[config.mk]
export PLATFORM = sky130hd
export DESIGN_NAME = imem_load_arbiter
export DESIGN_NICKNAME = d
export VERILOG_FILES = /design/src/rtl/imem_pkg.sv /design/src/rtl/imem_load_arbiter.sv
export SDC_FILE = /design/constraint.sdc
export NUM_CORES = 1
export LEC_CHECK = 0
export CORE_ASPECT_RATIO = 1.25
export CORE_UTILIZATION = 33
export CTS_CLUSTER_SIZE = 10
export DETAILED_ROUTE_END_ITERATION = 12
export PLACE_DENSITY_LB_ADDON = 0.12
export SLEW_MARGIN = 20
export SYNTH_ARGS = -nofsm -noshare
export SYNTH_HDL_FRONTEND = slang
export SYNTH_SLANG_ARGS = --single-unit
[constraint.sdc]
create_clock -name clk -period 2.11 [get_ports clk]
set_clock_uncertainty 0.1 [all_clocks]
set_input_delay 0.422 -clock clk [delete_from_list [all_inputs] [get_ports clk]]
set_output_delay 0.422 -clock clk [all_outputs]
set_load 0.02 [all_outputs]
[src/rtl/imem_pkg.sv]
// ============================================================================
// Module      : imem_pkg
// Description : Shared types and constants for the instruction-memory port
//               arbiter and the PC logic. Holds the arbiter state encoding,
//               the default RAM index width, the NOP word and the fixed
//               reset/exception vectors.
// Revision    : 1.0 - initial release
// ============================================================================
`default_nettype none

package imem_pkg;

  // Default RAM word-index width (depth = 2**AW_DEF words).
  localparam int unsigned AW_DEF = 8;

  // Instruction word presented on fetch_inst at reset and after a restart.
  localparam logic [31:0] NOP_WORD = 32'h0000_0000;

  // Vectors shared with the PC logic.
  localparam logic [31:0] RESET_VECTOR       = 32'h0000_0000;
  localparam logic [31:0] EXC_VECTOR_ILLEGAL = 32'h0000_0004;
  localparam logic [31:0] EXC_VECTOR_IRQ     = 32'h0000_0008;

  // Port-ownership state machine.
  typedef enum logic [1:0] {
    ST_RUN     = 2'd0,
    ST_DRAIN   = 2'd1,
    ST_LOAD    = 2'd2,
    ST_RESTART = 2'd3
  } arb_state_e;

  // A loader byte address is usable only if it is word aligned and falls
  // inside the RAM: every bit above the word index must be zero.
  function automatic logic load_addr_ok(input logic [31:0] addr,
                                        input int unsigned aw);
    logic [31:0] w_limit;
    w_limit = 32'd1 << (aw + 32'd2);
    return (addr < w_limit) && (addr[1:0] == 2'b00);
  endfunction

endpackage

`default_nettype wire

[src/rtl/imem_load_arbiter.sv]
// ============================================================================
// Module      : imem_load_arbiter
// Description : Owns the single port of the instruction RAM and shares it
//               between CPU instruction fetch and a program loader.
//               RUN serves fetches; a loader request holds the CPU, drains
//               the in-flight read, grants the loader write access, then
//               pulses cpu_restart so the PC re-enters the reset vector.
// Ports       : clk, reset            - clock, async active-high reset
//               fetch_req/addr        - CPU fetch request and byte address
//               fetch_inst/valid      - returned instruction, 1 cycle later
//               cpu_hold/cpu_restart  - pipeline freeze / restart pulse
//               load_req/grant        - loader ownership handshake
//               load_we/addr/data     - loader write strobe, address, data
//               load_count/load_err   - session word count / sticky error
//               mem_addr/we/wdata     - RAM port drive
//               mem_rdata             - RAM registered read data
// Revision    : 1.0 - initial release
// ============================================================================
`default_nettype none

module imem_load_arbiter
  import imem_pkg::*;
#(
  parameter int unsigned AW  = AW_DEF,
  parameter logic [31:0] NOP = NOP_WORD
) (
  input  logic          clk,
  input  logic          reset,
  // CPU fetch side
  input  logic          fetch_req,
  input  logic [31:0]   fetch_addr,
  output logic [31:0]   fetch_inst,
  output logic          fetch_valid,
  output logic          cpu_hold,
  output logic          cpu_restart,
  // Loader side
  input  logic          load_req,
  output logic          load_grant,
  input  logic          load_we,
  input  logic [31:0]   load_addr,
  input  logic [31:0]   load_data,
  output logic [AW:0]   load_count,
  output logic          load_err,
  // RAM port
  output logic [AW-1:0] mem_addr,
  output logic          mem_we,
  output logic [31:0]   mem_wdata,
  input  logic [31:0]   mem_rdata
);

  localparam logic [AW:0] COUNT_MAX = {1'b1, {AW{1'b0}}};

  arb_state_e  r_state;
  arb_state_e  w_next_state;

  logic        r_fetch_valid;
  logic [31:0] r_inst_hold;
  logic [AW:0] r_load_count;
  logic        r_load_err;

  logic        w_addr_ok;
  logic        w_write_fire;
  logic        w_write_ok;
  logic        w_session_start;

  // Fetch address bits outside the word index are deliberately ignored:
  // addresses beyond the RAM alias onto it by truncation.
  logic        w_unused_fetch_bits;
  assign w_unused_fetch_bits = ^{fetch_addr[31:AW+2], fetch_addr[1:0]};

  assign w_addr_ok       = load_addr_ok(load_addr, AW);
  assign w_write_fire    = (r_state == ST_LOAD) && load_we;
  assign w_write_ok      = w_write_fire && w_addr_ok;
  assign w_session_start = (r_state == ST_RUN) && load_req;

  // --------------------------------------------------------------------------
  // FSM: state register
  // --------------------------------------------------------------------------
  always_ff @(posedge clk or posedge reset) begin
    if (reset) begin
      r_state <= ST_RUN;
    end else begin
      r_state <= w_next_state;
    end
  end

  // --------------------------------------------------------------------------
  // FSM: next-state logic
  // --------------------------------------------------------------------------
  always_comb begin
    w_next_state = r_state;
    case (r_state)
      ST_RUN:     if (load_req)  w_next_state = ST_DRAIN;
      ST_DRAIN:                  w_next_state = ST_LOAD;
      ST_LOAD:    if (!load_req) w_next_state = ST_RESTART;
      ST_RESTART:                w_next_state = ST_RUN;
      default:                   w_next_state = ST_RUN;
    endcase
  end

  // --------------------------------------------------------------------------
  // FSM: outputs. The loader write path is a same-cycle pass-through so the
  // loader sees no extra latency; the RAM port follows fetch_addr otherwise.
  // --------------------------------------------------------------------------
  always_comb begin
    cpu_hold    = 1'b1;
    cpu_restart = 1'b0;
    load_grant  = 1'b0;
    mem_we      = 1'b0;
    mem_addr    = fetch_addr[AW+1:2];
    mem_wdata   = load_data;
    case (r_state)
      ST_RUN: begin
        cpu_hold = 1'b0;
      end
      ST_DRAIN: begin
        cpu_hold = 1'b1;
      end
      ST_LOAD: begin
        load_grant = 1'b1;
        mem_addr   = load_addr[AW+1:2];
        mem_we     = w_write_ok;
      end
      ST_RESTART: begin
        cpu_restart = 1'b1;
      end
      default: begin
        cpu_hold = 1'b1;
      end
    endcase
  end

  // --------------------------------------------------------------------------
  // Fetch return path. Only RUN accepts fetches, so a read accepted in the
  // last RUN cycle returns during DRAIN and nothing is in flight in LOAD.
  // The RAM read data is already registered, so it is forwarded directly in
  // the valid cycle and captured into r_inst_hold to keep fetch_inst stable.
  // --------------------------------------------------------------------------
  always_ff @(posedge clk or posedge reset) begin
    if (reset) begin
      r_fetch_valid <= 1'b0;
      r_inst_hold   <= NOP;
    end else begin
      r_fetch_valid <= (r_state == ST_RUN) && fetch_req;
      if (r_state == ST_RESTART) begin
        r_inst_hold <= NOP;
      end else if (r_fetch_valid) begin
        r_inst_hold <= mem_rdata;
      end
    end
  end

  assign fetch_valid = r_fetch_valid;
  assign fetch_inst  = r_fetch_valid ? mem_rdata : r_inst_hold;

  // --------------------------------------------------------------------------
  // Loader session statistics. Cleared when a new session begins (RUN->DRAIN)
  // and otherwise retained so the last session's result stays readable.
  // --------------------------------------------------------------------------
  always_ff @(posedge clk or posedge reset) begin
    if (reset) begin
      r_load_count <= '0;
      r_load_err   <= 1'b0;
    end else if (w_session_start) begin
      r_load_count <= '0;
      r_load_err   <= 1'b0;
    end else if (w_write_fire) begin
      if (!w_addr_ok) begin
        r_load_err <= 1'b1;
      end else if (r_load_count != COUNT_MAX) begin
        r_load_count <= r_load_count + 1'b1;
      end
    end
  end

  assign load_count = r_load_count;
  assign load_err   = r_load_err;

endmodule

`default_nettype wire

-- After elaboration in Yosys (flattened, before gate mapping)
Cells that the tools add are included.
- add/subtract/negate cells: 1
- order comparisons: 1
- equal/unequal tests: 7
- mux-type cells: 17
- reduce and logical (&&, ||, !) cells: 13
- operators with widths (operator ; number):
    32-bit 2-to-1 mux ; 2
    9-bit 2-to-1 mux ; 4
    32-bit by 11-bit < comparator with 1-bit output, second input constant ; 1
    9-bit by 1-bit adder with 9-bit output, second input constant ; 1
    9-bit inequality test, second input constant ; 1
    8-bit 2-to-1 mux ; 1
    2-bit case mux with 4 select lines ; 1
    1-bit 2-to-1 mux ; 7
    2-bit nonzero test ; 3
    1-bit logical AND ; 5
    2-bit == test, second input constant ; 2
    2-bit logical NOT ; 2
    2-bit 2-to-1 mux ; 2
    2-bit inequality test, second input constant ; 2
    2-bit AND reduction ; 2
    3-bit AND reduction ; 1
    2-bit by 1-bit == test with 1-bit output, second input constant ; 1
    2-bit by 1-bit inequality test with 1-bit output, second input constant ; 1
- register bits after elaboration: 45
- bits of input ports: 133
- output and inout port bits: 87
- word-level logic and storage cells: 44

-- Depth between registers and ports, before layout
Gate-level depths: netlist of the first run.
- word-level depth: 5
- gate-level depth with buffers: 7
- depth with buffers taken out: 6

-- Least setup slack after synthesis of the first run
OpenSTA, ideal clock, no wires.
- path kind: reg2out
- from: register r_state[0]
- to: output mem_addr[0]
- arrival time: 1.554 ns
- data required time: 1.588 ns
- path slack: 0.034 ns
- cell stages (with the launch flop): 5
- buffers on the path: 1
- path through: dfrtp_1 > inv_1 > ha_1 > clkbuf_1 > mux2_2
- word-level cells in the longest chain between the ends: 2
- ends and longest elaborated chain (what ; RTL line ; RTL):
    from (decl) ; imem_load_arbiter.sv:53 ; arb_state_e r_state;
    from (signal assigned) ; imem_load_arbiter.sv:83 ; r_state <= w_next_state;
    2-bit == test ; imem_load_arbiter.sv:112 ; case (r_state)
    8-bit 2-to-1 mux ; imem_load_arbiter.sv:112 ;
    to (decl) ; imem_load_arbiter.sv:45 ; output logic [AW-1:0] mem_addr,
Every way passes these cells.

-- Worst setup path after layout of the first run
- from: input load_addr[21]
- to: output mem_we
- word-level cells in the longest chain between the ends: 4
- ends and longest elaborated chain (what ; RTL line ; RTL):
    from (decl) ; imem_load_arbiter.sv:40 ; input logic [31:0] load_addr,
    32-bit by 11-bit < comparator with 1-bit output ; imem_pkg.sv:38 ; return (addr < w_limit) && (addr[1:0] == 2'b00);
    1-bit logical AND ; imem_pkg.sv:38 ;
    1-bit logical AND ; imem_load_arbiter.sv:73 ; assign w_write_ok = w_write_fire && w_addr_ok;
    1-bit 2-to-1 mux ; imem_load_arbiter.sv:112 ;
    to (decl) ; imem_load_arbiter.sv:46 ; output logic mem_we,
Every way passes these cells.

==> impl_metrics.env, run 1 <==
export IMPL_grtUsageTotal_pct=15.2
export IMPL_period_minus_slack_ns=2.11
export IMPL_grt_max_degree=33
export IMPL_seq_power_share_pct=27.1
export IMPL_hold_violations=0
export IMPL_fin_hold_ws_ns=0.333
export IMPL_ant_nets=0
export IMPL_clkTransAtPathRegs_ns=0.09
export IMPL_clockBufferDepth=2
export IMPL_ctsHoldBuffers=0
export IMPL_remaining_drc_errors=0
export IMPL_grt_pass1_wl_um=9780
export IMPL_die_area_mm2=0.00834
export IMPL_synthesis_nets=377
export IMPL_numCtsBuffers=5
export IMPL_syn_to_final_growth_pct=54.4
export IMPL_startpoint_type="input pin"
export IMPL_grt_pass1_vias=2149
export IMPL_synth_distinct_cells=33
export IMPL_cts_root_buf="clkbuf_8"
export IMPL_overflow=0
export IMPL_top_layer_used="met4"
export IMPL_tightest_slew_ns=0.394
export IMPL_status="completed"
export IMPL_drv_cap=0
export IMPL_design_area_mm2=0.00407
export IMPL_ir_worst_vdd_uv=640
export IMPL_cp_max_fo=2
export IMPL_dr_first_iter_drc_count=45
export IMPL_clock_latency_ns=0.29
export IMPL_wl_per_cell_um=14.1
export IMPL_syn_inst=238
export IMPL_maxSlewViolCount=0
export IMPL_route_met2_wl_um=3350
export IMPL_maxSlewHeadroom_pct=73.7
export IMPL_start_util_pct=34.0
export IMPL_core_mm2=0.00775
export IMPL_power_frac_comb_pct=59.1
export IMPL_fmax_mhz=475
export IMPL_synthTopCellsByCount="45 x dfrtp_1, 35 x mux2_2, 32 x buf_4, 32 x nor2b_1, 11 x nand2_1"
export IMPL_routed_via_count=2154
export IMPL_ioPinCount=220
export IMPL_ys_seq_elements=45
export IMPL_fin_setup_tns_ns=0
export IMPL_p_sw_w=0.00177
export IMPL_wl_met1_um=2470
export IMPL_netlist_area_mm2=0.00263
export IMPL_yosys_top_cells_area="dfrtp_1 43%, mux2_2 15%, buf_4 9.1%, nor2b_1 7.6%, ha_1 2.9%"
export IMPL_drtPass1Iterations=4
export IMPL_routed_wl_um=6320
export IMPL_dp_hpwl_um=4680
export IMPL_cp_end_kind="output pin"
export IMPL_p_leak_nw=1.89
export IMPL_async_flop_share_pct=100
export IMPL_layout_nets=492
export IMPL_antenna_cells=0
export IMPL_fp_row_count=36
export IMPL_synth_area_leader_cell="dfrtp_1"
export IMPL_rsz0062_at_grt="yes"
export IMPL_cts_tree="done"
export IMPL_synth_top_cell_area_share_pct=42.8
export IMPL_pwr_share_clk_pct=13.8
export IMPL_yosys_warnings=0
export IMPL_synth_main_ff_cell="dfrtp_1"
export IMPL_place_ws_ns=-0.543
export IMPL_synth_area_per_cell_um2=11.1
export IMPL_drive_gt1_share_pct=30.5
export IMPL_cts_sinks=45
export IMPL_crit_type="input pin to output pin"
export IMPL_portBuffers=131
export IMPL_hold_path_class="input pin to asynchronous set/reset pin"
export IMPL_crit_arrival_ns=1.58
export IMPL_die_h_um=102
export IMPL_synthMostInstantiatedCell="dfrtp_1"
export IMPL_antenna_found_initial=0
export IMPL_place_area_mm2=0.00393
export IMPL_synth_edf_count=0
export IMPL_setup_ws_ns=0.00380
export IMPL_p_sw_share_pct=37.7
export IMPL_setup_viol=0
export IMPL_fin_crit_sh_pct=99.8
export IMPL_reg2regPathDepth=7
export IMPL_gp_congestion=0.723
export IMPL_htreeDepth=2
export IMPL_die_w_um=81.9
export IMPL_power_per_cell_area_mw_per_mm2=1150
export IMPL_wl_met3_um=414
export IMPL_critPathRequiredTime_ns=1.59
export IMPL_avgViaCountPerCell=4.80
export IMPL_ys_seq_area_share_pct=42.8
export IMPL_power_internal_w=0.00292
-- metrics by stage --
step	utilization, %	instances	power [W]
detailed placement	50.7	435	0.00423
global placement	50.7	435	0.00419
floorplan	-	238	0.00298
CTS	51.6	448	0.00472
finish	52.5	449	0.00469
global route	52.5	449	0.00502
-- cell families after synthesis --
kind of cell    synth area share, %
simple gates                   19.6
fa+ha+maj                      2.85
compound gates                 3.33
mux                            19.4
buf+inv                        12.0
flops                          42.8
-- power groups by stage --
stage	registers, W	logic (W)	clock network [W]
CTS	0.00128	0.00277	0.000679
finish	0.00127	0.00277	0.000648
floorplan	0.00128	0.00169	0
detailed placement	0.00129	0.00294	0
global route	0.00131	0.00300	0.000710
global placement	0.00128	0.00291	0
-- per-layer routing --
layer  vias up  global-route usage (%)
li1       1015                       -
met1      1024                    17.6
met2       100                    27.3
met3        15                    3.04
met4         0                    5.80
met5         -                       0
-- cell usage in the layout (no fill, tap or decap), drive strengths merged, types with 2 or more instances in the layout --
cell type,instances
o31ai,2
o311ai,2
nor4b,2
and4,4
and2,5
o41ai,2
nand3,2
clkbuf,14
nand4,3
mux2,41
dlymetal6s2s,6
nor3,3
nand2b,6
dlygate4sd2,4
a21oi,4
inv,6
nand2,11
dfrtp,45
nor4,6
or4,2
nor2,3
mux2i,5
ha,6
buf,45
clkdlybuf4s50,81
nor2b,32
clkdlybuf4s15,7
-- path summary, 6_finish.rpt --
path / from / end / slack [ns]
hold reg to reg: load_err$_DFFE_PP0P_ / load_err$_DFFE_PP0P_ / 0.41
setup reg to reg: r_state[0]$_DFFE_PP0P_ / load_count[3]$_DFFE_PP0P_ / 0.20
hold / removal: reset / r_inst_hold[0]$_DFF_PP0_ / 0.33
max in group asynchronous: reset / r_inst_hold[24]$_DFF_PP0_ / 1.11
min in group clk: load_err$_DFFE_PP0P_ / load_err$_DFFE_PP0P_ / 0.41
setup / recovery: load_addr[21] / mem_we / 0.004
-- what timing repair did --
item,4_1_cts,5_1_grt
setup endpoints to repair,44,29
buffers inserted,4,2
cloned,1,0
gates resized for setup,129,55
pin swaps,0,7
-- worst max-delay path, stage by stage --
cell             delay, ns
clkdlybuf4s50_1       0.45
nor4_4                0.31
nand3_2               0.12
nor2_2                0.15
buf_6                 0.13
-- cell type report --
| class | count | area, um^2 |
|---|---|---|
| Clock buffer | 6 | 72.6 |
| Timing Repair Buffer | 151 | 1430 |
| Tap cell | 95 | 119 |
| Multi-Input combinational cell | 144 | 1260 |
| Clock inverter | 2 | 38.8 |
| Sequential cell | 45 | 1130 |
| Fill cell | 732 | 3680 |
| Inverter | 6 | 22.5 |
-- flip-flops by register name (all words and copies together) (netlist names) --
signal       flops
load_err         1
fetch_valid      1
r_state          2
load_count       9
r_inst_hold     32
Power figures use the tool's default switching activity.
==> run 2, diff against run 1 <==
--- a/config.mk
+++ b/config.mk
@@ -6,6 +6,7 @@
 export NUM_CORES = 1
 export LEC_CHECK = 0
 export CORE_ASPECT_RATIO = 1.25
+export CORE_MARGIN = 8
 export CORE_UTILIZATION = 33
 export CTS_CLUSTER_SIZE = 10
 export DETAILED_ROUTE_END_ITERATION = 12
==> run 2 against run 1 <==
Compared with the run above: die area increased by 33%; global-route usage decreased by 2.4 points; sequential power is essentially flat; critical path type is now flop to output pin; largest cell class unchanged; utilization is 1.3 points lower; non-clock buffer count decreased by 5; sequential share of layout area is 0.57 points higher; worst hold slack got worse by 0.081 ns; power fell by 5.1%; wire length grew 15%; critical endpoint is now mem_addr[6].
==> impl_metrics.env, run 2 (synthesized netlist as in run 1, its figures left out) <==
export IMPL_grtUsageTotal_pct=12.8
export IMPL_critPathMaxStageDelay_ns=0.39
export IMPL_avgViaCountPerCell=4.69
export IMPL_fmax_mhz=486
export IMPL_cp_max_fo=9
export IMPL_hold_path_class="input pin to asynchronous set/reset pin"
export IMPL_setup_viol=0
export IMPL_reg2reg_from="r_state[0]$_DFFE_PP0P_"
export IMPL_ioPinCount=220
export IMPL_crit_arrival_ns=1.54
export IMPL_numCtsBuffers=5
export IMPL_clockBufferDepth=2
export IMPL_cp_end_kind="output pin"
export IMPL_hold_violations=0
export IMPL_grt_pass1_wl_um=11500
export IMPL_cts_sinks=45
export IMPL_design_area_mm2=0.00399
export IMPL_critPathSlowestCell="dfrtp_1"
export IMPL_grt_max_degree=39
export IMPL_crit_type="flop to output pin"
export IMPL_clkTransAtPathRegs_ns=0.08
export IMPL_regArea_mm2=0.00113
export IMPL_remaining_drc_errors=0
export IMPL_layout_nets=487
export IMPL_multiInputGateArea_mm2=0.00123
export IMPL_dr_first_iter_drc_count=124
export IMPL_regMostFlops="r_inst_hold"
export IMPL_finalNonFillerCells=444
export IMPL_fin_util_pct=51.2
export IMPL_cts_tree="done"
export IMPL_ctsHoldBuffers=0
export IMPL_p_leak_nw=1.89
export IMPL_rsz0062_at_grt="yes"
export IMPL_clock_latency_ns=0.29
export IMPL_tightest_slew_ns=0.469
export IMPL_routed_via_count=2081
export IMPL_antenna_found_initial=0
export IMPL_drive_gt1_share_pct=27.5
export IMPL_die_h_um=116
export IMPL_antenna_cells=0
export IMPL_startpoint_type="flop"
export IMPL_maxSlewHeadroom_pct=68.6
export IMPL_power_per_cell_area_mw_per_mm2=1120
export IMPL_power_w=0.00445
export IMPL_start_util_pct=33.8
export IMPL_overflow=0
export IMPL_place_area_mm2=0.00393
export IMPL_critPathRequiredTime_ns=1.59
export IMPL_wl_per_cell_um=16.3
export IMPL_fp_row_count=36
export IMPL_final_cell_mix="71 x clkdlybuf4s50_1, 44 x dfrtp_1, 35 x mux2_2"
export IMPL_n_fill_cell=742
export IMPL_crit_chain="inv_2, ha_4, buf_12, mux2_2, buf_2"
export IMPL_die_area_mm2=0.0111
export IMPL_mostFrequentLayoutCell="clkdlybuf4s50_1"
export IMPL_maxSlewViolCount=0
export IMPL_drtPass1Iterations=4
export IMPL_period_minus_slack_ns=2.06
export IMPL_core_mm2=0.00779
export IMPL_cts_root_buf="clkbuf_8"
export IMPL_drv_cap=0
export IMPL_ir_worst_vdd_uv=533
export IMPL_htreeDepth=2
export IMPL_grt_pass1_vias=2251
export IMPL_portBuffers=131
export IMPL_syn_to_final_growth_pct=51.5
export IMPL_dp_hpwl_um=5630
export IMPL_fin_crit_sh_pct=97.5
export IMPL_die_w_um=95.9
export IMPL_routed_wl_um=7240
export IMPL_dp_cells=435
export IMPL_r2r_slack_ns=0.22
export IMPL_gp_congestion=0.747
export IMPL_reg2regPathDepth=7
export IMPL_largest_register_ffs=32
export IMPL_fin_hold_ws_ns=0.252
export IMPL_status="completed"
export IMPL_ant_nets=0
export IMPL_r2r_end="load_count[0]$_DFFE_PP0P_"
## run 2: changes by cell type in the layout (fill, tap and decap cells not counted), moves of 2 or more
| cell | previous run | this run |
|---|---|---|
| buf_2 | 16 | 3 |
| buf_4 | 15 | 11 |
| buf_6 | 9 | 6 |
| clkbuf_2 | 8 | 19 |
| clkdlybuf4s15_1 | 7 | 14 |
| clkdlybuf4s50_1 | 81 | 71 |
| dlygate4sd2_1 | 4 | 2 |
| dlymetal6s2s_1 | 6 | 16 |
| mux2_2 | 27 | 35 |
| mux2_4 | 8 | 0 |
## run 2: cell type report
cell class              instances  share of cell area [%]
repair buffers                146                    35.3
clock buffers                   7                    1.91
inverters                       6                   0.564
clock inverters                 1                   0.188
well taps                      95                    2.98
flip-flops and latches         45                    28.3
multi-input cells             144                    30.8
## run 2: worst max-delay path: cells and delay by family (launching register included)
family | cells | cell delay, ns
adder cells (fa/ha/maj) | 1 | 0.17
flip-flops | 1 | 0.39
multiplexers | 1 | 0.32
buffers and inverters | 3 | 0.36
## run 2: metrics by stage
step,setup WS [ns],TNS [ns]
after floorplan,0.0338,0
after global placement,-0.487,-4.44
after detailed placement,-0.517,-4.96
after CTS,0.000504,0
after global routing,-0.0283,-0.160
final,0.0522,0
## run 2: report_power, final
part	internal, W	switching [W]	total (W)	leakage [nW]
combinational	0.00128	0.00138	0.00266	1.25
clock	0.000235	0.000280	0.000515	0.0385
sequential	0.00118	0.0000918	0.00128	0.599
## run 2: worst max-delay path by stage
stage,start,to,cells past startpoint
2_1_floorplan,r_state[0]$_DFFE_PP0P_,mem_addr[0],4
5_1_grt,r_state[0]$_DFFE_PP0P_,mem_addr[6],5
4_1_cts,fetch_valid$_DFF_PP0_,fetch_inst[14],3
3_3_place_gp,load_addr[19],mem_we,5
3_5_place_dp,load_addr[31],mem_we,5
6_report,r_state[0]$_DFFE_PP0P_,mem_addr[6],5
## run 2: repair_timing
item | in CTS | in global routing
pin swaps | 1 | 9
setup endpoints to repair | 44 | 45
setup buffers | 0 | 1
resized for setup | 96 | 64
## run 2: metal layers
metal  vias up  global-route usage [%]  wire (um)
met5         -                       0          0
met3         8                    5.06        712
met2        92                    21.2       3690
li1       1002                       -          -
met1       979                    14.2       2720
met4         0                    5.45        121
